File: config.mk
export PLATFORM = sky130hd
export DESIGN_NAME = z80_bus_monitor_flat
export DESIGN_NICKNAME = d
export VERILOG_FILES = /design/src/rtl/z80_bus_pkg.sv /design/src/rtl/z80_bus_monitor_if.sv /design/src/rtl/z80_fetch_sampler.sv /design/src/rtl/z80_bus_monitor.sv /design/src/flat_wrapper.sv
export SDC_FILE = /design/constraint.sdc
export NUM_CORES = 1
export LEC_CHECK = 0
export BUFFER_PORTS_ARGS = -buffer_cell sky130_fd_sc_hd__buf_2
export CAP_MARGIN = 15
export CORE_UTILIZATION = 52
export CTS_BUF_LIST = sky130_fd_sc_hd__clkbuf_2 sky130_fd_sc_hd__clkbuf_4 sky130_fd_sc_hd__clkbuf_8
export CTS_CLUSTER_SIZE = 8
export DETAILED_ROUTE_END_ITERATION = 7
export PLACE_DENSITY = 0.79
export REMOVE_ABC_BUFFERS = 1
export SLEW_MARGIN = 20
export SYNTH_ARGS = -nofsm -noshare
export SYNTH_HDL_FRONTEND = slang
export SYNTH_SLANG_ARGS = --single-unit
File: constraint.sdc
create_clock -name I_CLK -period 1.7 [get_ports I_CLK]
set_input_delay 0.255 -clock I_CLK [delete_from_list [all_inputs] [get_ports I_CLK]]
set_output_delay 0.255 -clock I_CLK [all_outputs]
set_load 0.005 [all_outputs]
File: src/rtl/z80_bus_pkg.sv
// Shared Z80 bus-decode constants and prefix-tracker state encoding used by
// the bus monitor and its fetch sampler.
package z80_bus_pkg;

    localparam logic [7:0] OP_CB    = 8'hCB;
    localparam logic [7:0] OP_DD    = 8'hDD;
    localparam logic [7:0] OP_ED    = 8'hED;
    localparam logic [7:0] OP_FD    = 8'hFD;
    localparam logic [7:0] OP_RETI2 = 8'h4D;
    localparam logic [7:0] OP_RETN2 = 8'h45;

    typedef enum logic [1:0] {
        ST_IDLE = 2'b00,
        ST_CB   = 2'b01,
        ST_ED   = 2'b10,
        ST_IX   = 2'b11
    } prefix_state_e;

    function automatic logic is_index_prefix(input logic [7:0] op);
        return (op == OP_DD) || (op == OP_FD);
    endfunction

endpackage

File: src/rtl/z80_bus_monitor_if.sv
// CPU-side bus signals observed by the monitor; the CPU (or bench) is the master.
interface z80_bus_monitor_if;
    logic       M1_n;
    logic       MREQ_n;
    logic       IORQ_n;
    logic       RD_n;
    logic [7:0] D;

    modport master (output M1_n, MREQ_n, IORQ_n, RD_n, D);
    modport slave  (input  M1_n, MREQ_n, IORQ_n, RD_n, D);
endinterface

File: src/rtl/z80_fetch_sampler.sv
// Clock-enable qualified edge detection of opcode fetches and interrupt
// acknowledge, plus the opcode latch that holds the last byte of a fetch.
module z80_fetch_sampler
    import z80_bus_pkg::*;
(
    input  logic                   I_CLK,
    input  logic                   I_RESET,
    input  logic                   I_CLKEN,
    z80_bus_monitor_if.slave       bus,
    output logic                   o_spm1,
    output logic                   o_fetch_done,
    output logic [7:0]             o_op,
    output logic                   o_iack_rise
);

    logic       w_fetch;
    logic       w_spm1;
    logic       r_fetch;
    logic       r_spm1;
    logic [7:0] r_op;

    assign w_fetch = ~bus.M1_n & ~bus.MREQ_n & ~bus.RD_n;
    assign w_spm1  = ~bus.M1_n & ~bus.IORQ_n;

    // Previous-sample history and opcode capture; the last byte seen before RD rises wins.
    always_ff @(posedge I_CLK) begin
        if (I_RESET) begin
            r_fetch <= 1'b0;
            r_spm1  <= 1'b0;
            r_op    <= 8'h00;
        end else if (I_CLKEN) begin
            r_fetch <= w_fetch;
            r_spm1  <= w_spm1;
            if (w_fetch) begin
                r_op <= bus.D;
            end
        end
    end

    assign o_spm1       = w_spm1;
    assign o_op         = r_op;
    assign o_fetch_done = I_CLKEN & ~w_fetch & r_fetch;
    assign o_iack_rise  = I_CLKEN & w_spm1 & ~r_spm1;

endmodule

File: src/rtl/z80_bus_monitor.sv
// Passive Z80 bus decoder: tracks opcode prefixes to flag genuine RETI/RETN
// fetches and interrupt-acknowledge cycles for the Mode-2 daisy chain.
module z80_bus_monitor
    import z80_bus_pkg::*;
(
    input  logic             I_CLK,
    input  logic             I_RESET,
    input  logic             I_CLKEN,
    z80_bus_monitor_if.slave bus,
    output logic             O_SPM1,
    output logic             O_IACK,
    output logic             O_RETI,
    output logic             O_RETN
);

    logic          w_spm1;
    logic          w_fetch_done;
    logic [7:0]    w_op;
    logic          w_iack_rise;

    prefix_state_e r_state;
    prefix_state_e w_state_nxt;
    logic          w_reti_nxt;
    logic          w_retn_nxt;
    logic          r_iack;
    logic          r_reti;
    logic          r_retn;

    z80_fetch_sampler u_sampler (
        .I_CLK        (I_CLK),
        .I_RESET      (I_RESET),
        .I_CLKEN      (I_CLKEN),
        .bus          (bus),
        .o_spm1       (w_spm1),
        .o_fetch_done (w_fetch_done),
        .o_op         (w_op),
        .o_iack_rise  (w_iack_rise)
    );

    // Prefix state and one-enable-period pulse registers.
    always_ff @(posedge I_CLK) begin
        if (I_RESET) begin
            r_state <= ST_IDLE;
            r_iack  <= 1'b0;
            r_reti  <= 1'b0;
            r_retn  <= 1'b0;
        end else if (I_CLKEN) begin
            r_state <= w_state_nxt;
            r_iack  <= w_iack_rise;
            r_reti  <= w_reti_nxt;
            r_retn  <= w_retn_nxt;
        end
    end

    // Next prefix state; an acknowledge overrides any coincident fetch completion.
    always_comb begin
        w_state_nxt = r_state;
        w_reti_nxt  = 1'b0;
        w_retn_nxt  = 1'b0;
        if (w_iack_rise) begin
            w_state_nxt = ST_IDLE;
        end else if (w_fetch_done) begin
            case (r_state)
                ST_IDLE, ST_IX: begin
                    if (w_op == OP_ED) begin
                        w_state_nxt = ST_ED;
                    end else if (is_index_prefix(w_op)) begin
                        w_state_nxt = ST_IX;
                    end else if ((w_op == OP_CB) && (r_state == ST_IDLE)) begin
                        w_state_nxt = ST_CB;
                    end else begin
                        // DD CB d op: displacement and opcode are non-M1 reads
                        w_state_nxt = ST_IDLE;
                    end
                end
                ST_ED: begin
                    w_state_nxt = ST_IDLE;
                    if (w_op == OP_RETI2) begin
                        w_reti_nxt = 1'b1;
                    end else if (w_op == OP_RETN2) begin
                        w_retn_nxt = 1'b1;
                    end else begin
                        w_reti_nxt = 1'b0;
                    end
                end
                ST_CB: begin
                    w_state_nxt = ST_IDLE;
                end
                default: begin
                    w_state_nxt = ST_IDLE;
                end
            endcase
        end else begin
            w_state_nxt = r_state;
        end
    end

    assign O_SPM1 = w_spm1;
    assign O_IACK = r_iack;
    assign O_RETI = r_reti;
    assign O_RETN = r_retn;

endmodule

File: src/flat_wrapper.sv
// flat-port wrapper written by rule: the top's interface ports become plain ports
module z80_bus_monitor_flat import z80_bus_pkg::*;
  (I_CLK, I_RESET, I_CLKEN, O_SPM1, O_IACK, O_RETI, O_RETN, bus_M1_n, bus_MREQ_n, bus_IORQ_n, bus_RD_n, bus_D);
  z80_bus_monitor_if bus_i ();
  input  logic I_CLK;
  input  logic I_RESET;
  input  logic I_CLKEN;
  output logic O_SPM1;
  output logic O_IACK;
  output logic O_RETI;
  output logic O_RETN;
  input wire logic [$bits(bus_i.M1_n)-1:0] bus_M1_n;
  input wire logic [$bits(bus_i.MREQ_n)-1:0] bus_MREQ_n;
  input wire logic [$bits(bus_i.IORQ_n)-1:0] bus_IORQ_n;
  input wire logic [$bits(bus_i.RD_n)-1:0] bus_RD_n;
  input wire logic [$bits(bus_i.D)-1:0] bus_D;
  assign bus_i.M1_n = bus_M1_n;
  assign bus_i.MREQ_n = bus_MREQ_n;
  assign bus_i.IORQ_n = bus_IORQ_n;
  assign bus_i.RD_n = bus_RD_n;
  assign bus_i.D = bus_D;
  z80_bus_monitor u_core (.I_CLK(I_CLK), .I_RESET(I_RESET), .I_CLKEN(I_CLKEN), .bus(bus_i), .O_SPM1(O_SPM1), .O_IACK(O_IACK), .O_RETI(O_RETI), .O_RETN(O_RETN));
endmodule
; ---- Word level (Yosys, flattened, before mapping)
; Cells that the tools add are included.
[classes]
muxes = 15
eq_ne = 9
reduce_logical = 8
bitwise = 13
[ops]
columns = op, n
row1 = $eq A8 B8 Y1 const B, 4
row2 = $eq A8 B7 Y1 const B, 2
row3 = $mux W1, 10
row4 = $mux W2, 4
row5 = $and A1 B1 Y1, 7
row6 = $not A1 Y1, 6
row7 = $eq A2 B2 Y1 const B, 2
row8 = $pmux W2 S2, 1
row9 = $reduce_and A2 Y1, 2
row10 = $reduce_or A2 Y1, 2
row11 = $eq A2 B1 Y1 const B, 1
row12 = $logic_not A2 Y1, 1
row13 = $reduce_bool A2 Y1, 1
row14 = $logic_and A1 B1 Y1, 1
row15 = $logic_or A1 B1 Y1, 1
[word_totals]
elab_cells = 52
out_inout_bits = 4
input_bits = 15
regBits = 15

; ---- Longest topological paths before layout
[logic_depth]
ltp_word = 8
depth_mapped = 6
ltp_nobuf = 6

; ---- By module
; Synthesis repeated with hierarchy kept, for this count alone.
[hier_totals]
cells_unflattened = 78
area_unflattened_um2 = 773.2
[by_module_without_submodules]
columns = mod, area_per_inst_um2, cells_per_inst, instances, seq_area_each_um2
row1 = z80_fetch_sampler, 479.2, 45, 1, 200.2
row2 = z80_bus_monitor, 294.0, 33, 1, 100.1

; ---- Worst setup path before layout
; OpenSTA, ideal clock, no wires.
[synth_path]
path_type = input to register
from = in I_CLKEN
to = reg u_core.r_reti, in the netlist u_core.O_RETI
stages = 5
required_time_ns = 1.641
setup_ns = 0.059
path_buffers = 1
arrival_time_ns = 1.147
path_slack_ns = 0.494
path_cell_list = buf_6 nor4b_4 or2_4 nor4_4 a22o_1
[synth_between]
elab_chain_len = 4
elab_cells_between_ends = 6
classes_between = mux (2) / bitwise (4)
[synth_rtl]
columns = element, line
row1 = "start, declared", flat_wrapper.sv:7  ; input logic I_CLKEN;
row2 = $and A1 B1 Y1 (2 in series), z80_fetch_sampler.sv:42  ; assign o_fetch_done = I_CLKEN & ~w_fetch & r_fetch;
row3 = $mux W1, z80_bus_monitor.sv:62  ; end else if (w_fetch_done) begin
row4 = $mux W1, z80_bus_monitor.sv:60  ; if (w_iack_rise) begin
row5 = "end signal, assigned", z80_bus_monitor.sv:50  ; r_reti <= w_reti_nxt;
row6 = "end, declared", z80_bus_monitor.sv:26  ; logic r_reti;
; Several ways; a longest one is shown, not always the timed one.
; A chain may end at the register's enable or synchronous reset.

; ---- Worst setup path in the final report
[layout_path]
from = reg u_core.r_state[1]
to = reg u_core.r_state[1]
[layout_between]
elab_chain_len = 5
elab_cells_between_ends = 9
classes_between = eq/ne (3) / mux (3) / reduce/logical (3)
[layout_rtl]
columns = element, line
row1 = "start, declared", z80_bus_monitor.sv:21  ; prefix_state_e r_state;
row2 = "start signal, assigned", z80_bus_monitor.sv:48  ; r_state <= w_state_nxt;
row3 = $eq A2 B1 Y1 (tied with other cells), z80_bus_monitor.sv:63  ; case (r_state)
row4 = "$reduce_or A2 Y1, on equally long branches", --
row5 = $pmux W2 S2 *, z80_bus_monitor.sv:63
row6 = $mux W2 *, z80_bus_monitor.sv:62
row7 = $mux W2 *, z80_bus_monitor.sv:60
; Mark *: on every way between the ends. The rest lies on a longest branch, timed or not. The select of a mux whose other input is x is not followed.

==> results by group <==
Run status
  • Status: finished, final reports clean

Placement
  • Pre-CTS setup slack: 373.3 ps
  • HPWL Detailed: 975.9 um
  • Gp weighted congestion: 0.7808
  • Placed cells: 108
  • Placed instance area: 774.5 um2
  • PortBufs: 18

Cells and area
  • Final Non-Filler Cells: 112
  • Fraction of layout cells with a size suffix above 1: 26.53%
  • Final standard cell area without fillers: 804.5 um2
  • Core Util, Final: 68.70%
  • Net count, final: 116
  • Syn-to-layout area delta: 17.12%
  • Most common cell after layout, fill and taps aside: nand2_1
  • Most frequent cells in the layout: nand2_1, buf_2, dfxtp_1, a21oi_1, nor2_1
  • N_diodes: 0

Global routing
  • Gr usage total: 22.09%
  • Initial antenna violation count: 0
  • Gr ovfl total: 0
  • Global-route wire length before repair: 2145 um
  • Vias in the first global route: 512
  • Largest net degree at the start of global routing: 14

Critical path
  • Worst path max stage delay: 360 ps
  • Crit start category: flip-flop
  • WS Path Type: flip-flop to flip-flop
  • CP top delay family: simple AND/OR/NAND/NOR gates
  • CP arrival: 1520 ps
  • R2R cell count: 6
  • CP required: 1920 ps
  • Reg2Reg Capture Point: u_core.r_state[1]$_SDFFE_PP0P_
  • Worst setup startpoint: u_core.r_state[1]$_SDFFE_PP0P_
  • Setup slack, reg-to-reg: 390 ps
  • Slowest CP cell: dfxtp_1
  • Critical Path End Type: flip-flop
  • Worst flop-to-flop path startpoint: u_core.r_state[1]$_SDFFE_PP0P_
  • Cell chain of the critical path: inv_1 -> ha_1 -> nand3b_1 -> nor4_1 -> a21oi_1 -> nor2_1
  • CP bufs+invs: 1
  • Crit-path max FO: 3

Drt
  • Routed WL per cell: 11.07 um
  • Vias: 585
  • Drt first-iter violations: 7
  • Routed Antenna Nets: 0
  • Vias per std cell: 5.223
  • Routed wl met2: 565 um
  • Top Metal Used: met4
  • Met3 WL: 33 um
  • First-pass DRT Iterations: 3
  • WL met1: 629 um
  • Drt total wl: 1240 um
  • DRC: 0

STA
  • Max Freq: 764.9 MHz
  • Tcrit/Tclk final: 76.90%
  • Final WS setup: 392.7 ps
  • Final Critical Period: 1307 ps
  • Final Hold Fails: 0
  • Headroom to the max-slew limit: 64.77%
  • Worst Clk Skew: 0.9737 ps
  • Max Slew Vio Count: 0
  • Worst hold margin: 207.0 ps
  • # setup viols final: 0
  • Setup TNS: 0 ps
  • RSZ-0062 raised after global routing: no
  • Worst Tran Pin Value: 527.6 ps

Power
  • Net Sw Frac: 22.55%
  • Sw power: 0.1423 mW
  • Combinational cell fraction of total power: 8.4%
  • Sequential fraction of design power: 57.4%
  • Int Pwr: 0.4888 mW
  • PD cells: 784.4 nW/um2
  • PnR Total Power: 0.6311 mW
  • Clock power share: 34.2%
  • Pleak: 0.3215 nW
  • VDD IR max: 551.7 uV

Floorplanning
  • Die height: 38.35 um
  • Die Area: 1470 um2
  • Die Width: 38.35 um
  • Row count: 12
  • I/O pins: 19
  • Initial Utilization: 58.65%
  • Core ar.: 1171 um2

Synth
  • Yosys top cell by area: dfxtp_1
  • Seq cells post-synth: 15
  • Netlist Area Pre-Place: 686.9 um2
  • Yosys warnings: 0
  • Top-area cell type share of the netlist area: 43.72%
  • Mapped Cells: 79
  • Mean area per synthesized cell: 8.695 um2
  • Synth area leaders: dfxtp_1, nand2_1, a21oi_1
  • Count of unique library cells instantiated by Yosys: 23
  • Seq/Total Area, Yosys: 43.72%

Flow run
  • Max-cap violations: 0

CTS
  • Clock Tree Root: clkbuf_4
  • CTS tree: built
  • Later-pin clock latency in the skew report: 270 ps
  • Clock Path Buffers: 2
  • CTS Hold Bufs: 0
  • Total CTS buffers: 3
  • Clk slew on worst S/H paths: 90 ps
  • Clock sink count: 15
  • Total setup buffers inserted after CTS: 0
  • CTS H-tree lvls: 1
  • Number of gates resized after CTS: 0

Worst hold path
  • WHS Endpoint: u_core.u_sampler.o_op[5]$_SDFFE_PP0P_
  • Hold wc startpoint: bus_D[5]
  • Hold WC Path Type: primary input to flip-flop
  • Hold Path Cell Cnt: 3
[tightest hold or removal path, stage by stage]
cell and delay, ps:
buf_2 90, nand2_1 40, a21oi_1 50
[Yosys cell counts]
cell type  count
nand2_1       20
dfxtp_1       15
a21oi_1       12
nor2_1         6
inv_1          4
a22o_1         2
ha_1           2
nand4b_1       2
nor3_1         2
and2_1         1
and3b_1        1
and4b_1        1
buf_2          1
buf_6          1
clkbuf_1       1
mux2i_1        1
nand3b_1       1
nor4_1         1
nor4_4         1
nor4b_4        1
o21ai_0        1
o311ai_2       1
or2_4          1
[registers in the layout, summed over array words and instances, names as in the netlist]
signal / count
u_core.O_IACK: 1
u_core.O_RETI: 1
u_core.O_RETN: 1
u_core.r_state: 2
u_core.u_sampler.o_op: 8
u_core.u_sampler.r_fetch: 1
u_core.u_sampler.r_spm1: 1
[layout make-up]
type,count,area (um2)
inverter,4,15.01
fill,110,366.6
clock buffer,4,30.03
tap,14,17.52
timing repair buffer,18,90.09
sequential,15,300.3
multi-input combinational,57,351.6
[cells by family after synthesis]
family | after synthesis | synth area share [%]
compound gates | 16 | 14.39
mux | 1 | 1.457
fa+ha+maj | 2 | 3.642
simple gates | 38 | 31.70
flops | 15 | 43.72
buf+inv | 7 | 5.098
[power groups by stage]
| stage | sequential, mW | combinational (mW) | clock (mW) |
|---|---|---|---|
| floorplan | 0.369 | 0.0220 | 0 |
| detailed placement | 0.371 | 0.0531 | 0 |
| CTS | 0.362 | 0.0532 | 0.219 |
| finish | 0.362 | 0.0527 | 0.216 |
| global route | 0.363 | 0.0592 | 0.243 |
| global placement | 0.370 | 0.0516 | 0 |
[metal layers]
metal / up-vias / track usage, %
met4: 0 / 10.34
met2: 10 / 34.32
li1: 309 / -
met1: 264 / 26.43
met3: 2 / 8.721
met5: - / 0
[how the worst max path moves through the flow]
| stage | to | slack [ps] | cells past startpoint |
|---|---|---|---|
| after floorplan | u_core.r_state[1]$_SDFFE_PP0P_ | 500 | 6 |
| after detailed placement | u_core.r_state[0]$_SDFFE_PP0P_ | 370 | 5 |
| after global routing | u_core.r_state[0]$_SDFFE_PP0P_ | 260 | 6 |
| after global placement | u_core.O_RETI$_SDFFE_PP0P_ | 380 | 5 |
| after CTS | u_core.r_state[1]$_SDFFE_PP0P_ | 380 | 6 |
| final | u_core.r_state[1]$_SDFFE_PP0P_ | 390 | 6 |
No activity file was read; power rests on OpenSTA's default activity.
